File: src/rtl/spi_slave.sv
// spi_slave: SPI slave for modes 0-3, oversampled in the clk domain, with a reloadable tx buffer
module spi_slave #(
    parameter int SYNC_STAGES = 2
) (
    input  logic       clk,
    input  logic       reset,
    input  logic       cpol,
    input  logic       cpha,
    input  logic [7:0] tx_data,
    input  logic       tx_load,
    output logic [7:0] rx_data,
    output logic       done,
    output logic       busy,
    input  logic       SCLK,
    input  logic       MOSI,
    input  logic       SS,
    output logic       MISO
);
    typedef enum logic {IDLE, ACTIVE} state_t;

    state_t                 state, state_nx;
    logic [SYNC_STAGES-1:0] sclk_q, mosi_q, ss_q;
    logic                   sclk_d, ss_d;
    logic                   sclk_s, mosi_s, ss_s;
    logic                   cpol_l, cpha_l;
    logic [7:0]             tx_buf, tx_sr, rx_sr, tx_next;
    logic [2:0]             bit_cnt;
    logic                   ss_fall, ss_rise, start, abort, act, sclk_chg;
    logic                   lead, trail, last, sample, shift_ev, reload;

    assign sclk_s = sclk_q[SYNC_STAGES-1];
    assign mosi_s = mosi_q[SYNC_STAGES-1];
    assign ss_s   = ss_q[SYNC_STAGES-1];
    assign busy   = state == ACTIVE;
    assign MISO   = busy & tx_sr[7];

    // bring the master's pins into clk and keep one-cycle-old copies for edge detection
    always_ff @(posedge clk or negedge reset) begin
        if (!reset) begin
            sclk_q <= '0;
            mosi_q <= '0;
            ss_q   <= '0;
            sclk_d <= 1'b0;
            ss_d   <= 1'b0;
        end else begin
            sclk_q <= {sclk_q[SYNC_STAGES-2:0], SCLK};
            mosi_q <= {mosi_q[SYNC_STAGES-2:0], MOSI};
            ss_q   <= {ss_q[SYNC_STAGES-2:0], SS};
            sclk_d <= sclk_s;
            ss_d   <= ss_s;
        end
    end

    // decode select/clock events and choose the next transfer state
    always_comb begin
        ss_fall  = ss_d & ~ss_s;
        ss_rise  = ~ss_d & ss_s;
        start    = (state == IDLE) & ss_fall;
        abort    = (state == ACTIVE) & ss_rise;
        act      = (state == ACTIVE) & ~ss_s;
        sclk_chg = sclk_s ^ sclk_d;
        lead     = act & sclk_chg & (sclk_d == cpol_l);
        trail    = act & sclk_chg & (sclk_s == cpol_l);
        last     = bit_cnt == 3'd7;
        sample   = cpha_l ? trail : lead;
        shift_ev = (cpha_l ? lead : trail) & (bit_cnt != 3'd0);
        reload   = cpha_l ? (sample & last) : (trail & (bit_cnt == 3'd0));
        tx_next  = tx_load ? tx_data : tx_buf;
        state_nx = (state == IDLE) ? (ss_fall ? ACTIVE : IDLE) : (ss_rise ? IDLE : ACTIVE);
    end

    // transfer state register
    always_ff @(posedge clk or negedge reset) begin
        if (!reset) state <= IDLE;
        else        state <= state_nx;
    end

    // freeze the SPI mode for the whole select window
    always_ff @(posedge clk or negedge reset) begin
        if (!reset) begin
            cpol_l <= 1'b0;
            cpha_l <= 1'b0;
        end else if (start) begin
            cpol_l <= cpol;
            cpha_l <= cpha;
        end
    end

    // tx buffer is sticky so an unreloaded buffer repeats its byte
    always_ff @(posedge clk or negedge reset) begin
        if (!reset)       tx_buf <= 8'h00;
        else if (tx_load) tx_buf <= tx_data;
    end

    // tx shift register: load at select, reload on byte boundaries, shift on the driving edge
    always_ff @(posedge clk or negedge reset) begin
        if (!reset)                 tx_sr <= 8'h00;
        else if (start || reload)   tx_sr <= tx_next;
        else if (!abort && shift_ev) tx_sr <= {tx_sr[6:0], 1'b0};
    end

    // rx shift register and bit counter; partial bytes are discarded on deselect
    always_ff @(posedge clk or negedge reset) begin
        if (!reset) begin
            rx_sr   <= 8'h00;
            bit_cnt <= 3'd0;
            rx_data <= 8'h00;
            done    <= 1'b0;
        end else begin
            done <= 1'b0;
            if (start || abort) begin
                rx_sr   <= 8'h00;
                bit_cnt <= 3'd0;
            end else if (sample) begin
                rx_sr   <= {rx_sr[6:0], mosi_s};
                bit_cnt <= bit_cnt + 3'd1;
                if (last) begin
                    rx_data <= {rx_sr[6:0], mosi_s};
                    done    <= 1'b1;
                end
            end
        end
    end
endmodule

File: config.mk
export PLATFORM = sky130hd
export DESIGN_NAME = spi_slave
export DESIGN_NICKNAME = d
export VERILOG_FILES = /design/src/rtl/spi_slave.sv
export SDC_FILE = /design/constraint.sdc
export NUM_CORES = 1
export LEC_CHECK = 0
export ABC_AREA = 1
export BUFFER_PORTS_ARGS = -buffer_cell sky130_fd_sc_hd__clkbuf_2
export CORE_UTILIZATION = 60
export DETAILED_ROUTE_END_ITERATION = 16
export PLACE_DENSITY_LB_ADDON = 0.08
export SLEW_MARGIN = 5
export SYNTH_ARGS = -nofsm -noshare
export SYNTH_HDL_FRONTEND = slang
export SYNTH_SLANG_ARGS = --single-unit
File: constraint.sdc
create_clock -name clk -period 2.4 [get_ports clk]
set_input_delay 0.12 -clock clk [delete_from_list [all_inputs] [get_ports clk]]
set_output_delay 0.12 -clock clk [all_outputs]
set_load 0.01 [all_outputs]
Word level (Yosys, flattened, before mapping)
Cells that the tools add are included.
Widths: inputs -> output; s select.
- $add $sub $neg: 1
- eq/ne operators: 3
- muxes and demuxes: 16
- bitwise gates (word level): 17
- reductions and logical operators: 9
- operator list (cell ; number):
    $mux 8 ; 3
    $mux 7 ; 2
    $and 1x1->1 ; 12
    $mux 1 ; 9
    $mux 3 ; 2
    $not 1->1 ; 4
    $reduce_bool 2->1 ; 2
    $add 3x1->3 const B ; 1
    $eq 3x3->1 const B ; 1
    $logic_not 3->1 ; 1
    $reduce_and 3->1 ; 1
    $reduce_bool 3->1 ; 1
    $eq 1x1->1 ; 2
    $logic_or 1x1->1 ; 2
    $logic_and 1x1->1 ; 1
    $logic_not 1->1 ; 1
    $xor 1x1->1 ; 1
- register bits after elaboration: 46
- output and inout bits: 11
- logic and storage cells: 60

Logic depth before layout (Yosys ltp)
Gate-level depths: netlist of run 1.
- depth in word-level cells: 9
- depth in mapped cells: 11
- depth with buffers taken out: 10

Least setup slack after synthesis of run 1
No wires, ideal clock.
- path type: reg2reg
- from: reg bit_cnt[0]
- to: reg tx_sr[5]
- arrival time: 1.376 ns
- data required time: 2.284 ns
- setup slack: 0.908 ns
- cell stages (with the launch flop): 10
- path buffers: 1
- period minus slack after synthesis: 1.492 ns
- cells stage by stage: dfrtp_1 -> ha_1 -> ha_1 -> nand3_2 -> nand2_1 -> nor2_2 -> buf_6 -> o21ai_2 -> nand2_1 -> nand2_1
- longest elaborated chain between the ends: 5
- elaborated cells between the ends (all ways): 11
- RTL lines (element ; RTL line ; source):
    start: declaration ; 27 ; logic [2:0] bit_cnt;
    start signal: assignment ; 116 ; bit_cnt <= bit_cnt + 3'd1;
    $eq 3x3->1 or $logic_not 3->1 (tied branches) ; 64, 67 ;
    $and 1x1->1 ; 67 ; reload = cpha_l ? (sample & last) : (trail & (bit_cnt == 3'd0));
    $mux 1 ; 67 ;
    $logic_or 1x1->1 ; 98 ; else if (start || reload) tx_sr <= tx_next;
    $mux 8 or $reduce_bool 2->1 (tied branches) ; - ;
    end signal: assignment ; 98 ;
    end signal: assignment ; 99 ; else if (!abort && shift_ev) tx_sr <= {tx_sr[6:0], 1'b0};
    end: declaration ; 26 ; logic [7:0] tx_buf, tx_sr, rx_sr, tx_next;
Several ways; a longest one is shown, not always the timed one.
A chain may end at the register's enable or synchronous reset.

Worst setup path after layout of run 1
- from: reg bit_cnt[0]
- to: reg tx_sr[3]
Same word-level chain as after synthesis.

==> summary.txt, run 1 <==
Status
  • Status: complete, no violations

Finish
  • Area grow syn2layout: 13.14%
  • Commonest non-fill, non-tap cells in the layout: nand2_1, dfrtp_1, inv_1, clkbuf_2, nand3_1
  • Share of cells above drive strength 1: 0.2271
  • Count of nets after finishing: 269
  • Design area: 2273 sq um
  • Fillers: 252
  • # diodes: 0
  • Commonest non-fill, non-tap cell in the layout: nand2_1

Detailed routing
  • DR vias: 1479
  • Vias per cell: 5.014
  • Post-DRT Antenna Nets: 0
  • TritonRoute pass-1 iters: 4
  • Drt drc: 0
  • Total wire length: 3.586 mm
  • Initial drt markers: 80
  • Routed wire per std cell: 12.16 microns

Die
  • Initial Util: 0.6476
  • Die ar.: 3584 sq um
  • Row cnt: 20
  • # IOs: 27
  • Die height: 59.87 microns
  • Core area: 3103 sq um
  • Die X: 59.87 microns

Critical path
  • Setup Crit Path Kind: flop to flop
  • Critical Path AT: 2150 ps
  • Critical Path RT: 2650 ps
  • Reg-to-reg startpoint: bit_cnt[0]
  • Setup crit end kind: flop
  • Critical Path Start: bit_cnt[0]
  • Critical Path Start Type: flop
  • Critical Path Fanout Max: 13

Yosys
  • Netlist cell types: 22
  • Avg Inst Size Synth: 9.346 sq um
  • Register area share after synthesis: 0.5729
  • Syn Nets: 234
  • Mapped Cells: 215
  • YS warnings: 0
  • Mapped Area: 2009 sq um
  • Top cells by area, synth: dfrtp_1, nand2_1, inv_1
  • Top cell type's share of synthesized area: 0.5729
  • FF+latch count, synth: 46
  • Cell taking the most area after synthesis: dfrtp_1

Pwr
  • Power per cell area: 730.5 nW/um^2
  • Pwr Total: 1.661 mW
  • VDD IR-drop max: 0.4935 mV
  • Leak: 1.278 nW

Placement
  • Hpwl dp: 2.537 mm
  • Area post-placement: 2165 sq um
  • Port Buf Inserts: 26
  • DP Worst Slack: 556.9 ps
  • Routability cong.: 0.7603

Global routing
  • Initial antenna violation count: 0
  • Largest net degree at the start of global routing: 47
  • Grt ovf: 0
  • GRT Total Usage: 0.2356
  • Number of global-route vias before repair: 1423
  • First-pass GRT wire length: 6.072 mm

Clock network
  • Root buf cell: clkbuf_4
  • Post-CTS setup buffer count: 0
  • CTS Buf Count: 5
  • # resized after CTS: 0
  • Clock transition at the registers of the reported paths: 130 ps
  • Buffer levels on the longest clock path: 2
  • H-tree depth: 2
  • Clk sinks: 46
  • Cts-stage hold buffer count: 5
  • CTS tree: yes
  • Clock Latency Late Sink: 350 ps

Timing
  • Post-route clock period utilization: 0.7878
  • Final WS setup: 509.3 ps
  • Final hold violation count: 0
  • Worst-Margin Slew: 550.0 ps
  • TNS Setup: 0 ps
  • Highest Clock Rate: 0.5289 GHz
  • Max transition margin: 0.6334
  • Fin crit period: 1891 ps
  • RSZ-0062 raised after global routing: no
  • Final-report max-slew violation count: 0
  • Clk_skew: 10.85 ps
  • Final setup viols: 0

Min path
  • Hold Startpoint: cpha
  • Type of the most critical hold path: input pin to flop

Run
  • Number of max-cap violations: 0
==> per-stage QoR <==
step | hold WS, ps | util | std cells
floorplan | -175.6 | - | 215
global placement | 222.6 | 0.6976 | 282
detailed placement | 230.4 | 0.6976 | 282
CTS | 3.472 | 0.7327 | 295
global route | 6.085 | 0.7327 | 295
finish | 17.43 | 0.7327 | 295
==> cells in the mapped netlist <==
library cell  number
buf_6              3
nor2_2             2
nand2_1           59
o21ai_0           14
inv_1             36
a22o_1             2
clkbuf_1           1
nand4_1            2
o21ai_2            5
nand3_1           15
a21oi_1            3
mux2_2             2
inv_2              3
nor2_1             5
nand3_2            4
nand2_4            2
nor2_4             2
nand2_2            2
ha_1               3
nand3b_1           1
a22oi_1            3
dfrtp_1           46
==> state kept, by name, summed over array words and instances, names as in the netlist <==
| register | cells |
|---|---|
| bit_cnt | 3 |
| busy | 1 |
| cpha_l | 1 |
| cpol_l | 1 |
| done | 1 |
| mosi_q | 2 |
| rx_data | 8 |
| rx_sr | 7 |
| sclk_d | 1 |
| sclk_q | 2 |
| ss_d | 1 |
| ss_q | 2 |
| tx_buf | 8 |
| tx_sr | 8 |
==> area by class of cell <==
type	count	area, sq um	share of cell area
Inverter	39	146.4	0.06439
Clock inverter	3	21.27	0.009356
Multi-Input combinational cell	126	674.4	0.2966
Tap cell	44	55.05	0.02422
Sequential cell	46	1151	0.5063
Clock buffer	5	37.54	0.01651
Timing Repair Buffer	32	187.7	0.08255
==> power by group <==
group | internal (mW) | switching [mW] | total [mW] | leakage (nW)
registers | 0.889 | 0.0781 | 0.967 | 0.577
logic | 0.128 | 0.211 | 0.338 | 0.670
clock network | 0.114 | 0.241 | 0.355 | 0.0312
==> cells by family after synthesis <==
family,Yosys count,synth area share
and+or+nand+nor,94,0.2217
muxes,2,0.01121
adders and majority gates,3,0.01868
DFF,46,0.5728
AOI/OAI and AO/OA,27,0.08406
buffers and inverters,43,0.09153
==> metal layers <==
| metal | track usage | part of all wire |
|---|---|---|
| met5 | 0 | 0 |
| met4 | 0.09635 | 0.013 |
| met1 | 0.2847 | 0.44 |
| met2 | 0.4016 | 0.51 |
| met3 | 0.05844 | 0.037 |
==> critical path, cell delays in order, from the launching register on <==
cell	delay, ps
dfrtp_1	430
ha_1	210
ha_1	230
nand3_2	130
nand2_1	70
nor2_2	390
nand2_1	170
nand3_1	110
nand2_1	60
==> final timing paths <==
path,depth (start not counted),end,slack [ps]
min in group asynchronous,3,sclk_q[1],360
worst min register to register,0,sclk_q[1],370
worst max-delay path,8,tx_sr[3],510
worst max register to register,8,tx_sr[3],510
max in group asynchronous,3,tx_sr[0],1660
worst min-delay path,3,cpha_l,20
No activity file was read; power rests on OpenSTA's default activity.
==> run 2, diff against run 1 <==
--- a/config.mk
+++ b/config.mk
@@ -5,9 +5,9 @@
 export SDC_FILE = /design/constraint.sdc
 export NUM_CORES = 1
 export LEC_CHECK = 0
-export ABC_AREA = 1
+export ABC_AREA = 0
 export BUFFER_PORTS_ARGS = -buffer_cell sky130_fd_sc_hd__clkbuf_2
-export CORE_UTILIZATION = 60
+export CORE_UTILIZATION = 50
 export DETAILED_ROUTE_END_ITERATION = 16
 export PLACE_DENSITY_LB_ADDON = 0.08
 export SLEW_MARGIN = 5
==> constraint.sdc (replaced) <==
create_clock -name clk -period 1.55 [get_ports clk]
set_input_delay 0.0775 -clock clk [delete_from_list [all_inputs] [get_ports clk]]
set_output_delay 0.0775 -clock clk [all_outputs]
set_load 0.01 [all_outputs]
==> summary.txt, run 2 <==
Timing
  • Final WS setup: -228.2 ps (-737.5 ps)
  • Max transition margin: 0.6226 (-0.01080)
  • Worst hold margin: 13.54 ps (-3.894 ps)
  • Fin crit period: 1778 ps (-112.5 ps)
  • Highest Clock Rate: 0.5624 GHz (+6.3%)
  • Final hold violation count: 0 (unchanged)
  • RSZ-0062 raised after global routing: yes
  • TNS Setup: -3407 ps (-3407 ps)
  • Final-report max-slew violation count: 0 (unchanged)
  • Worst-Margin Slew: 566.2 ps (+16.20 ps)
  • Clk_skew: 9.552 ps (-1.294 ps)
  • Post-route clock period utilization: 1.147 (+0.3594)
  • Final setup viols: 24 (+24)

Die
  • Die X: 63.47 microns (+6.0%)
  • Core area: 3468 sq um (+12%)
  • Row cnt: 21 (+5.0%)
  • # IOs: 27 (unchanged)
  • Die ar.: 4028 sq um (+12%)
  • Die height: 63.47 microns (+6.0%)
  • Initial Util: 0.5447 (-0.1028)

Critical path
  • Cell depth of the worst flop-to-flop path: 5 (-3)
  • Critical Path Start: cpha_l
  • Family with the most delay on the worst path: multiplexers
  • Reg-to-reg startpoint: cpha_l
  • Most frequent CP cell: mux2_2
  • Critical Path AT: 1970 ps (-180 ps)
  • Setup crit end kind: flop
  • CP endpoint: tx_sr[4]
  • Critical Path Fanout Max: 8 (-5)
  • WP buf/inv: 0 (unchanged)
  • Critical path's largest stage delay: 420 ps (about the same)
  • Cell Chain, Critical Path: xnor2_2 -> mux2i_1 -> nand3_2 -> mux2_2 -> mux2_2
  • Setup Crit Path Kind: flop to flop
  • Stages on worst setup path: 5 (-3)
  • Critical Path Start Type: flop
  • Reg-to-reg endpoint: tx_sr[4]
  • Flop2flop setup slack: -230 ps (-740 ps)
  • Critical Path RT: 1740 ps (-910 ps)
  • Slowest cell on the critical path: dfrtp_1

Finish
  • Commonest non-fill, non-tap cells in the layout: dfrtp_1, mux2_2, clkbuf_2, buf_4
  • Area grow syn2layout: 33.31%
  • Finished Layout Cells: 245 (-17%)
  • Fillers: 252 (unchanged)
  • Design area: 2519 sq um (+11%)
  • Commonest non-fill, non-tap cell in the layout: dfrtp_1
  • Largest registers: rx_data x8, tx_buf x8, tx_sr x8
  • Share of cells above drive strength 1: 0.5628 (+0.3357)
  • # diodes: 0 (unchanged)
  • Count of nets after finishing: 217 (-19%)

Pwr
  • Sw Pwr: 0.7359 mW (+39%)
  • Reg power frac: 0.514 (-0.068)
  • P_int: 2.071 mW (+83%)
  • Power per cell area: 1114 nW/um^2 (+53%)
  • VDD IR-drop max: 0.7580 mV (+54%)
  • Logic pwr share: 0.213 (+0.009)
  • Sw Ratio: 0.2622 (-0.05690)
  • Clock power frac: 0.273 (+0.059)
  • Leak: 1.224 nW (-4.2%)
  • Pwr Total: 2.807 mW (+69%)

Clock network
  • Clk sinks: 46 (unchanged)
  • Clock Latency Late Sink: 300 ps (-50 ps)
  • Clock transition at the registers of the reported paths: 80 ps (-50 ps)
  • CTS Buf Count: 5 (unchanged)
  • Root buf cell: clkbuf_8
  • H-tree depth: 2 (unchanged)
  • Buffer levels on the longest clock path: 2 (unchanged)
  • CTS tree: yes

Yosys
  • FF+latch count, synth: 46 (unchanged)
  • Ys flop type: dfrtp_1
  • Mapped Area: 1889 sq um (-6.0%)
  • Mapped Cells: 141 (-34%)
  • Post-synth EDFFs: 0 (unchanged)
  • Register area share after synthesis: 0.6093 (+0.03642)
  • Count leader, synth: dfrtp_1
  • Top cell type's share of synthesized area: 0.6093 (+0.03642)
  • Avg Inst Size Synth: 13.40 sq um (+43%)
  • Async S/R FF share, synth: 1.000 (unchanged)
  • Cell taking the most area after synthesis: dfrtp_1
  • Top cells by area, synth: dfrtp_1, mux2_2, nand3_1
  • Syn Nets: 160 (-32%)
  • Most frequent cells after synthesis: dfrtp_1, mux2_2, nand3_1, nand2_1
  • YS warnings: 0 (unchanged)
  • Netlist cell types: 22 (unchanged)

Status
  • Status: finished with violations
  • Violated checks: negative setup slack

Detailed routing
  • Total wire length: 3.370 mm (-6.0%)
  • Initial drt markers: 54 (-33%)
  • Vias per cell: 5.061 (+0.95%)
  • Post-DRT Antenna Nets: 0 (unchanged)
  • Routed wire per std cell: 13.76 microns (+13%)
  • TritonRoute pass-1 iters: 4 (unchanged)
  • DR vias: 1240 (-16%)
  • Drt drc: 0 (unchanged)

Placement
  • Hpwl dp: 2.304 mm (-9.2%)
  • Routability cong.: 0.7380 (-2.9%)
  • Area post-placement: 2211 sq um (+2.1%)
  • Port Buf Inserts: 26 (unchanged)
  • Placed Cells: 226 (-20%)

Global routing
  • First-pass GRT wire length: 5.699 mm (-6.1%)
  • GR peak layer: met2
  • GRT met1 Usage: 0.2090 (-0.07569)
  • Met2 Usage GRT: 0.3391 (-0.06249)
  • Number of global-route vias before repair: 1313 (-7.7%)
  • Grt ovf: 0 (unchanged)
  • Met3 Usage GRT: 0.06522 (+0.006776)
  • GRT Total Usage: 0.1921 (-0.04349)
  • Initial antenna violation count: 0 (unchanged)
  • Largest net degree at the start of global routing: 47 (unchanged)

Run
  • Number of max-cap violations: 0 (unchanged)

Min path
  • Type of the most critical hold path: input pin to flop
-- run 2: routing by layer --
layer / wire [microns] / vias to the layer above
li1: - / 598
met1: 1425 / 618
met2: 1788 / 20
met3: 117 / 4
met4: 38 / 0
met5: 0 / -
-- run 2: how the worst min path moves through the flow --
stage	to	from	cells after the start	slack (ps)
final	cpol_l	cpol	2	10
after global routing	cpol_l	cpol	2	10
after CTS	cpha_l	cpha	2	8
after detailed placement	bit_cnt[0]	reset	2	190
after global placement	bit_cnt[0]	reset	2	190
after floorplan	bit_cnt[0]	reset	0	-220
-- run 2: cell type report --
cell class	instances	area [sq um]	area share
tap	46	57.56	0.02285
sequential	46	1152	0.4575
inverter	4	15.01	0.005961
multi-input combinational	86	810.8	0.3219
clock buffer	7	86.33	0.03428
timing repair buffer	55	387.9	0.1540
clock inverter	1	8.758	0.003477
-- run 2: per-stage QoR --
stage	setup slack, ps	util
floorplan	-197.8	-
global placement	-184.6	0.6374
detailed placement	-243.9	0.6374
CTS	-250.0	0.7017
global route	-324.6	0.7262
finish	-228.2	0.7262
-- run 2: power groups by stage --
stage	sequential (mW)	combinational [mW]	clock, mW
6_report	1.44	0.599	0.765
5_1_grt	1.46	0.651	0.834
4_1_cts	1.44	0.569	0.782
3_5_place_dp	1.46	0.531	0
3_3_place_gp	1.44	0.511	0
2_1_floorplan	1.43	0.351	0
-- run 2: cell families after synthesis --
kind of cell               synth area share
DFF                                  0.6093
buffers and inverters               0.02119
AOI/OAI and AO/OA                   0.02053
muxes                                0.2212
and+or+nand+nor                      0.1033
adders and majority gates           0.01987
xor gates and xnor gates           0.004637
-- run 2: timing repair --
action                     in CTS  in global routing
gates resized for setup        24                  9
pin swaps                      13                  6
hold buffers                    4                  0
hold endpoints to repair       49                  0
setup buffers                   1                  7
gates cloned                    0                  0
setup endpoints to repair      26                 26
